`config.mk`:
```
export PLATFORM = sky130hd
export DESIGN_NAME = imem_loader
export DESIGN_NICKNAME = d
export VERILOG_FILES = /design/src/rtl/riscv_pkg.sv /design/src/rtl/byte_packer.sv /design/src/rtl/imem_loader.sv
export SDC_FILE = /design/constraint.sdc
export NUM_CORES = 1
export LEC_CHECK = 0
export CELL_PAD_IN_SITES_DETAIL_PLACEMENT = 0
export CELL_PAD_IN_SITES_GLOBAL_PLACEMENT = 2
export CORE_MARGIN = 1
export CORE_UTILIZATION = 37
export CTS_BUF_LIST = sky130_fd_sc_hd__clkbuf_2 sky130_fd_sc_hd__clkbuf_4 sky130_fd_sc_hd__clkbuf_8
export CTS_CLUSTER_SIZE = 28
export DETAILED_ROUTE_END_ITERATION = 6
export GPL_TIMING_DRIVEN = 0
export PLACE_DENSITY = 0.94
export SETUP_SLACK_MARGIN = 0.5
export SYNTH_ARGS = -nofsm -noshare
export SYNTH_HDL_FRONTEND = slang
export SYNTH_SLANG_ARGS = --single-unit
```
`constraint.sdc`:
```
create_clock -name clk_i -period 2.5 [get_ports clk_i]
set_clock_uncertainty 0.05 [all_clocks]
set_input_delay 0.25 -clock clk_i [delete_from_list [all_inputs] [get_ports clk_i]]
set_output_delay 0.25 -clock clk_i [all_outputs]
set_load 0.05 [all_outputs]
```
`src/rtl/riscv_pkg.sv`:
```
// Shared types and constants for the instruction-memory loader.
// Imported by the loader top and its byte packer.
package riscv_pkg;

  typedef enum logic [2:0] {
    IDLE,
    LEN0,
    LEN1,
    DATA,
    CSUM,
    DONE,
    ERR
  } ld_state_e;

  localparam int LEN_BYTES      = 2;
  localparam int BYTES_PER_WORD = 4;
  // one bit wider than the 16-bit length so a full
  // count can be compared and counted without wrap
  localparam int CNT_W          = 17;

endpackage

```
`src/rtl/byte_packer.sv`:
```
// Collects four stream bytes, little-endian, into one word.
// full_o marks the cycle the last byte of a word is accepted.
module byte_packer
  import riscv_pkg::*;
#(
  parameter int DW = 32
) (
  input  logic          clk_i,
  input  logic          rst_ni,
  input  logic          clr_i,
  input  logic          valid_i,
  input  logic [7:0]    byte_i,
  output logic [DW-1:0] word_o,
  output logic          full_o
);

  localparam int IW = $clog2(BYTES_PER_WORD);

  logic [IW-1:0] r_idx;
  logic [DW-1:0] r_word;

  // merged view includes the byte being accepted now
  always_comb begin
    word_o = r_word;
    word_o[{r_idx, 3'b000} +: 8] = byte_i;
    full_o = valid_i &&
      (r_idx == IW'(BYTES_PER_WORD - 1));
  end

  always_ff @(posedge clk_i or negedge rst_ni) begin
    if (!rst_ni) begin
      r_idx  <= '0;
      r_word <= '0;
    end else if (clr_i) begin
      r_idx  <= '0;
      r_word <= '0;
    end else if (valid_i) begin
      r_idx  <= r_idx + 1'b1;
      r_word <= word_o;
    end
  end

endmodule

```
`src/rtl/imem_loader.sv`:
```
// Streams a length-prefixed, XOR-checksummed image into
// instruction memory while holding the core in reset.
module imem_loader
  import riscv_pkg::*;
#(
  parameter int DW             = 32,
  parameter int MEM_SIZE_IN_KB = 1,
  parameter int NO_OF_REGS     = MEM_SIZE_IN_KB*1024/4,
  parameter int ADDRW          = $clog2(NO_OF_REGS)
) (
  input  logic             clk_i,
  input  logic             rst_ni,
  input  logic             start_i,
  input  logic             byte_valid_i,
  input  logic [7:0]       byte_data_i,
  output logic             byte_ready_o,
  output logic             we_o,
  output logic [ADDRW-1:0] waddr_o,
  output logic [DW-1:0]    wdata_o,
  output logic             core_rst_o,
  output logic             done_o,
  output logic             err_o
);

  ld_state_e        r_state;
  ld_state_e        w_next;
  logic [15:0]      r_len;
  logic [CNT_W-1:0] r_widx;
  logic [7:0]       r_csum;
  logic             r_we;
  logic [ADDRW-1:0] r_waddr;
  logic [DW-1:0]    r_wdata;

  logic             w_acc;
  logic             w_start;
  logic [15:0]      w_len;
  logic             w_pk_vld;
  logic [DW-1:0]    w_word;
  logic             w_full;
  logic             w_last;

  assign w_acc    = byte_valid_i && byte_ready_o;
  assign w_start  = start_i &&
    (r_state == IDLE || r_state == DONE ||
     r_state == ERR);
  assign w_len    = {byte_data_i, r_len[7:0]};
  assign w_pk_vld = w_acc && (r_state == DATA);
  assign w_last   = w_full &&
    ((r_widx + CNT_W'(1)) == {1'b0, r_len});

  byte_packer #(.DW(DW)) u_packer (
    .clk_i  (clk_i),
    .rst_ni (rst_ni),
    .clr_i  (w_start),
    .valid_i(w_pk_vld),
    .byte_i (byte_data_i),
    .word_o (w_word),
    .full_o (w_full)
  );

  always_ff @(posedge clk_i or negedge rst_ni) begin
    if (!rst_ni) r_state <= IDLE;
    else         r_state <= w_next;
  end

  always_comb begin
    w_next       = r_state;
    byte_ready_o = 1'b0;
    core_rst_o   = 1'b1;
    done_o       = 1'b0;
    err_o        = 1'b0;
    unique case (r_state)
      IDLE: if (start_i) w_next = LEN0;
      LEN0: begin
        byte_ready_o = 1'b1;
        if (w_acc) w_next = LEN1;
      end
      LEN1: begin
        byte_ready_o = 1'b1;
        if (w_acc) begin
          if ({1'b0, w_len} > CNT_W'(NO_OF_REGS))
            w_next = ERR;
          else if (w_len == '0)
            w_next = CSUM;
          else
            w_next = DATA;
        end
      end
      DATA: begin
        byte_ready_o = 1'b1;
        if (w_last) w_next = CSUM;
      end
      CSUM: begin
        byte_ready_o = 1'b1;
        if (w_acc)
          w_next = (byte_data_i == r_csum) ? DONE : ERR;
      end
      DONE: begin
        core_rst_o = 1'b0;
        done_o     = 1'b1;
        if (start_i) w_next = LEN0;
      end
      ERR: begin
        err_o = 1'b1;
        if (start_i) w_next = LEN0;
      end
      default: w_next = IDLE;
    endcase
  end

  always_ff @(posedge clk_i or negedge rst_ni) begin
    if (!rst_ni) begin
      r_len   <= '0;
      r_widx  <= '0;
      r_csum  <= '0;
      r_we    <= 1'b0;
      r_waddr <= '0;
      r_wdata <= '0;
    end else begin
      r_we <= 1'b0;
      if (w_start) begin
        r_len  <= '0;
        r_widx <= '0;
        r_csum <= '0;
      end
      if (w_acc && r_state == LEN0)
        r_len[7:0] <= byte_data_i;
      if (w_acc && r_state == LEN1)
        r_len[15:8] <= byte_data_i;
      if (w_pk_vld)
        r_csum <= r_csum ^ byte_data_i;
      // address/data only move on a write
      if (w_full) begin
        r_we    <= 1'b1;
        r_waddr <= r_widx[ADDRW-1:0];
        r_wdata <= w_word;
        r_widx  <= r_widx + CNT_W'(1);
      end
    end
  end

  assign we_o    = r_we;
  assign waddr_o = r_waddr;
  assign wdata_o = r_wdata;

endmodule

```
# After elaboration in Yosys (flattened, before gate mapping)
# Index checks and enable logic that the tools add are counted.
# totals
ff_bits	119
output_inout_bits	45
elab_cells	75
input_bits	12
# op_classes
reduce_logical	18
mux	26
order_cmp	1
n_eq_ne	14
n_bitwise	1
n_addsub	3
shift	2
# op_table
operator	count
$mux W32	2
$mux W17	2
$bwmux W32	1
$mux W8	4
$shift A8 B7 Y32 const A	1
$shiftx A8 B7 Y32	1
$mux W3	7
$add A17 B1 Y17 const B	1
$eq A17 B16 Y1	1
$gt A16 B9 Y1 const B	1
$logic_not A16 Y1	1
$mux W16	1
$pmux W3 S5	1
$eq A3 B3 Y1 const B	3
$eq A8 B8 Y1	1
$ne A2 B2 Y1 const B	4
$reduce_bool A2 Y1	4
$xor A8 B8 Y8	1
$logic_and A1 B1 Y1	7
$neg A5 Y7	1
$eq A3 B2 Y1 const B	2
$mux W2	3
$mux W1	5
$reduce_and A5 Y1	1
other kinds (8)	9

# Depth between registers and ports, before layout
# logic_depth
ltp_word	9
mapped_depth	9
mapped_depth_nobuf	7

# Modules after synthesis
# Synthesis repeated with hierarchy kept, for this count alone.
# hier_totals
hier_cells	629
area_unflattened_um2	6274.8
# modules_own_cells
module	seq_area_each_um2	area_per_inst_um2	cells_each	n_inst
imem_loader	2127.0	4314.1	429	1
byte_packer	850.8	1960.6	200	1

# Worst setup path before layout
# OpenSTA, ideal clock, no wires.
# synth_path
kind	reg2reg
startpoint	reg u_packer.r_idx[0]
endpoint	reg u_packer.r_word[0]
slack_ns	0.215
required_time_ns	2.378
synth_period_minus_slack_ns	2.285
path_stages_with_launch	9
t_arrival_ns	2.162
path_buffers	2
setup_ns	0.072
path_cell_list	dfrtp_1 -> clkbuf_1 -> inv_1 -> ha_1 -> nor4b_2 -> and2_1 -> buf_2 -> a22oi_1 -> nor2_1
# synth_via
elab_chain_len	5
word_cells_on_any_way	6
cone_classes	1 x add/sub; 2 x shift; 3 x mux
# synth_rtl
element	line	source
from (decl)	byte_packer.sv:19	logic [IW-1:0] r_idx;
from (signal assigned)	byte_packer.sv:38	r_idx <= r_idx + 1'b1;
$neg A5 Y7 *	byte_packer.sv:25	word_o[{r_idx, 3'b000} +: 8] = byte_i;
$shiftx A8 B7 Y32 or $shift A8 B7 Y32 (tied branches)	byte_packer.sv:25	
$bwmux W32 *	byte_packer.sv:25	
$mux W32 *	byte_packer.sv:37	end else if (valid_i) begin
$mux W32 *	byte_packer.sv:34	end else if (clr_i) begin
to (signal assigned)	byte_packer.sv:39	r_word <= word_o;
to (decl)	byte_packer.sv:20	logic [DW-1:0] r_word;
# Every way passes the cells marked *; elsewhere a longest branch is shown, timed or not. The select of a mux whose other input is x is not followed.
# A chain may end at the register's enable or synchronous reset.

# Worst setup path in the final report
# layout_path
startpoint	reg r_widx[0]
endpoint	reg r_state[1]
# layout_via
elab_chain_len	5
# layout_rtl
element	line	source
from (decl)	imem_loader.sv:28	logic [CNT_W-1:0] r_widx;
from (signal assigned)	imem_loader.sv:137	r_widx <= r_widx + CNT_W'(1);
$add A17 B1 Y17	imem_loader.sv:49	((r_widx + CNT_W'(1)) == {1'b0, r_len});
$eq A17 B16 Y1	imem_loader.sv:49	
$logic_and A1 B1 Y1	imem_loader.sv:48	assign w_last = w_full &&
$ne A2 B2 Y1 (no source line)	n/a	
$reduce_and A5 Y1 (no source line)	n/a	
to (signal assigned)	imem_loader.sv:63	else r_state <= w_next;
to (decl)	imem_loader.sv:25	ld_state_e r_state;
# No other way between the ends.

==> metrics <==
status complete, but fails checks; failing checks DRC; Max-Cap Viols 0; PD cells 1060 nW/µm²; Synth Area in Compound Gates 0.178; Clk network pwr share 0.138; Peak Freq 457 MHz; DRT Wirelength 15.5 mm; via count 4,924; mux contribution to synthesized area 0; Sw Ratio 0.455; Final setup viols 0; Pint 0.00427 W; largest net degree at the start of global routing 58; hold depth 4; Initial Utilization 0.383; dominant cell type by area after synthesis dfrtp_1; Arr. time, crit path 2.41 ns; crit share post-route 0.876; Sum Neg Setup Slack 0 ns; CTS buffer count 9; post-synthesis sequential area ratio 0.496; switching power 0.00356 W; TritonCTS clock tree built; post-synthesis cell area 5600 µm²; DRT iter0 DRCs 399; worst-case reg-to-reg path depth 7; ANT nets after route 0; Async SR Flop Fraction 1.00; Post-layout nets 736; fraction of layout instances using a drive strength above 1 0.212; Pre-antenna DRT Iters 7; Port-buffer cells 55; Cells after DPL 857; detailed-route DRC error count 8; Via density 5.43; dominant synthesized flop cell dfrtp_1; xor/xnor share of the synthesized area 0.0531; total track usage 0.204; die area 15,600 µm²; max-slew violations 0; Setup crit end kind flop; Die Wd 125 µm; area delta synth->final 31.5%; cell leakage power 3.26 nW; Clock Path Buffers 2; initial antenna violation count 0; routed len/inst 17.1 µm; clock root buffer clkbuf_8; core area 14,600 µm²; worst slew pin tran 0.810 ns; worst min path class input pin to flop; CP max FO 3; Rel. slew slack 0.456; worst skew pair latency 0.39 ns; fill count 1,330; Gate Count Post-Synth 617; WHS 0.304 ns; CP required 2.72 ns; routability congestion estimate 0.898; H-tree depth 3; simple-gate share of the synthesized area 0.219; Congestion Overflow GR 0; yosys warns 0; largest family of logic cells by synthesized area simple AND/OR/NAND/NOR gates; final worst setup slack 0.310 ns; EDFF count, synth 0; combinational share of power 0.519; Mapped Nets 635; pre-CTS setup slack -0.209 ns; dpl hpwl 10.3 mm; Unique masters post-synth 50; Synth Register Bits 111; Core Rows 44; minimum clock period 2.19 ns; first-pass GRT wire length 25.6 mm; Ports 57; adder and majority cell fraction of the synthesized area 0.0134; Ant. Diodes 0; Crit Path Class flop to flop; Synth Area per Inst 9.08 µm²; synth top area cells dfrtp_1 50%, nor2_1 7.1%, nand2_1 6.7%; Final Hold Fails 0; clock transition at the registers of the reported paths 0.12 ns; # clock sinks 111; share of the synthesized area in the top cell type 0.496; Sequential Power Share 0.343; Die H 125 µm; RSZ-0062 raised after global routing yes; maximum VDD drop 0.719 mV; commonest non-fill, non-tap cells in the layout 104 x nor2_1, 104 x dfrtp_1, 99 x nand2_1; vias in the first global route 4,946; fin cells 907; Setup crit start kind flop
sequential cells by signal, summed over array words and instances, names as in the netlist:
register and cells:
r_len 16, wdata_o 32, u_packer.r_idx 2, r_widx 17, r_csum 8, we_o 1, u_packer.r_word 24, r_state 3
waddr_o 8
worst max-delay path, stage by stage, from the launching register on:
cell	delay (ns)
dfrtp_2	0.45
ha_4	0.29
xnor2_2	0.10
o211ai_1	0.15
a2111oi_4	0.36
o2111ai_2	0.20
nor4_4	0.37
o21ai_1	0.11
path summary, 6_finish.rpt:
| check | from | end | slack (ns) |
|---|---|---|---|
| worst min register to register | waddr_o[5] | waddr_o[5] | 0.44 |
| worst min-delay path | byte_data_i[0] | r_csum[0] | 0.30 |
| worst max-delay path | r_widx[0] | r_state[1] | 0.31 |
| min in group asynchronous | rst_ni | r_state[0] | 0.43 |
| worst max register to register | r_widx[0] | r_state[1] | 0.31 |
| max in group asynchronous | rst_ni | wdata_o[13] | 1.25 |
Yosys cell counts, drive strengths merged (2+ instances only):
| cell | number |
|---|---|
| ha | 6 |
| nand4 | 5 |
| nand2b | 4 |
| nor2 | 106 |
| or3 | 2 |
| nor4b | 2 |
| inv | 9 |
| a221oi | 24 |
| xor2 | 18 |
| nor3 | 6 |
| clkinv | 3 |
| xnor2 | 16 |
| a22o | 8 |
| o211ai | 4 |
| a211o | 2 |
| clkbuf | 27 |
| nor4 | 13 |
| o2111ai | 2 |
| and4 | 2 |
| nand3 | 8 |
| buf | 16 |
| a21oi | 5 |
| dfrtp | 111 |
| nand2 | 101 |
| and2 | 7 |
| nor2b | 5 |
| o311ai | 2 |
| o21ai | 63 |
| a22oi | 24 |
| o31ai | 5 |
logic make-up (layout without fill, tap and decap cells):
| family | Yosys count | count (layout) |
|---|---|---|
| adders and majority gates | 6 | 6 |
| buffers and inverters | 55 | 160 |
| and+or+nand+nor | 265 | 266 |
| AOI/OAI and AO/OA | 146 | 146 |
| DFF | 111 | 111 |
| xor gates and xnor gates | 34 | 34 |
metrics by stage:
stage / util / cell area [µm²] / power (W)
after floorplan: - / 5670 / 0.00510
after global placement: 0.441 / 6450 / 0.00611
after detailed placement: 0.442 / 6480 / 0.00617
after CTS: 0.479 / 7010 / 0.00749
after global routing: 0.503 / 7370 / 0.00828
final: 0.503 / 7370 / 0.00784
routing by layer:
metal / track usage / vias to the layer above / wire length, µm
met1: 0.262 / 2414 / 6880
met2: 0.353 / 143 / 7590
met4: 0.0603 / 0 / 365
met5: 0 / - / 0
li1: - / 2340 / -
met3: 0.0334 / 27 / 708
power by group through the flow:
stage                     logic, W  clock network (W)  registers [W]
final                      0.00407            0.00108        0.00269
after global routing       0.00436            0.00116        0.00276
after CTS                  0.00372            0.00110        0.00267
after detailed placement   0.00346                  0        0.00270
after global placement     0.00342                  0        0.00269
after floorplan            0.00168                  0        0.00342
cell type report:
cell class	instances	area [µm²]	share of cell area
Tap cell	184	230	0.0313
Inverter	12	68.8	0.00934
Sequential cell	111	2790	0.378
Timing Repair Buffer	89	842	0.114
Buffer	43	275	0.0374
Clock inverter	6	50.0	0.00679
Clock buffer	10	138	0.0187
Multi-Input combinational cell	452	2980	0.404
what timing repair did:
item	in CTS	in global routing
hold buffers	1	0
pin swaps	19	29
setup endpoints to repair	102	99
cloned	1	0
endpoints found under the hold margin	56	0
setup buffers	16	16
gates resized for setup	64	70
No activity file was read; power rests on OpenSTA's default activity.
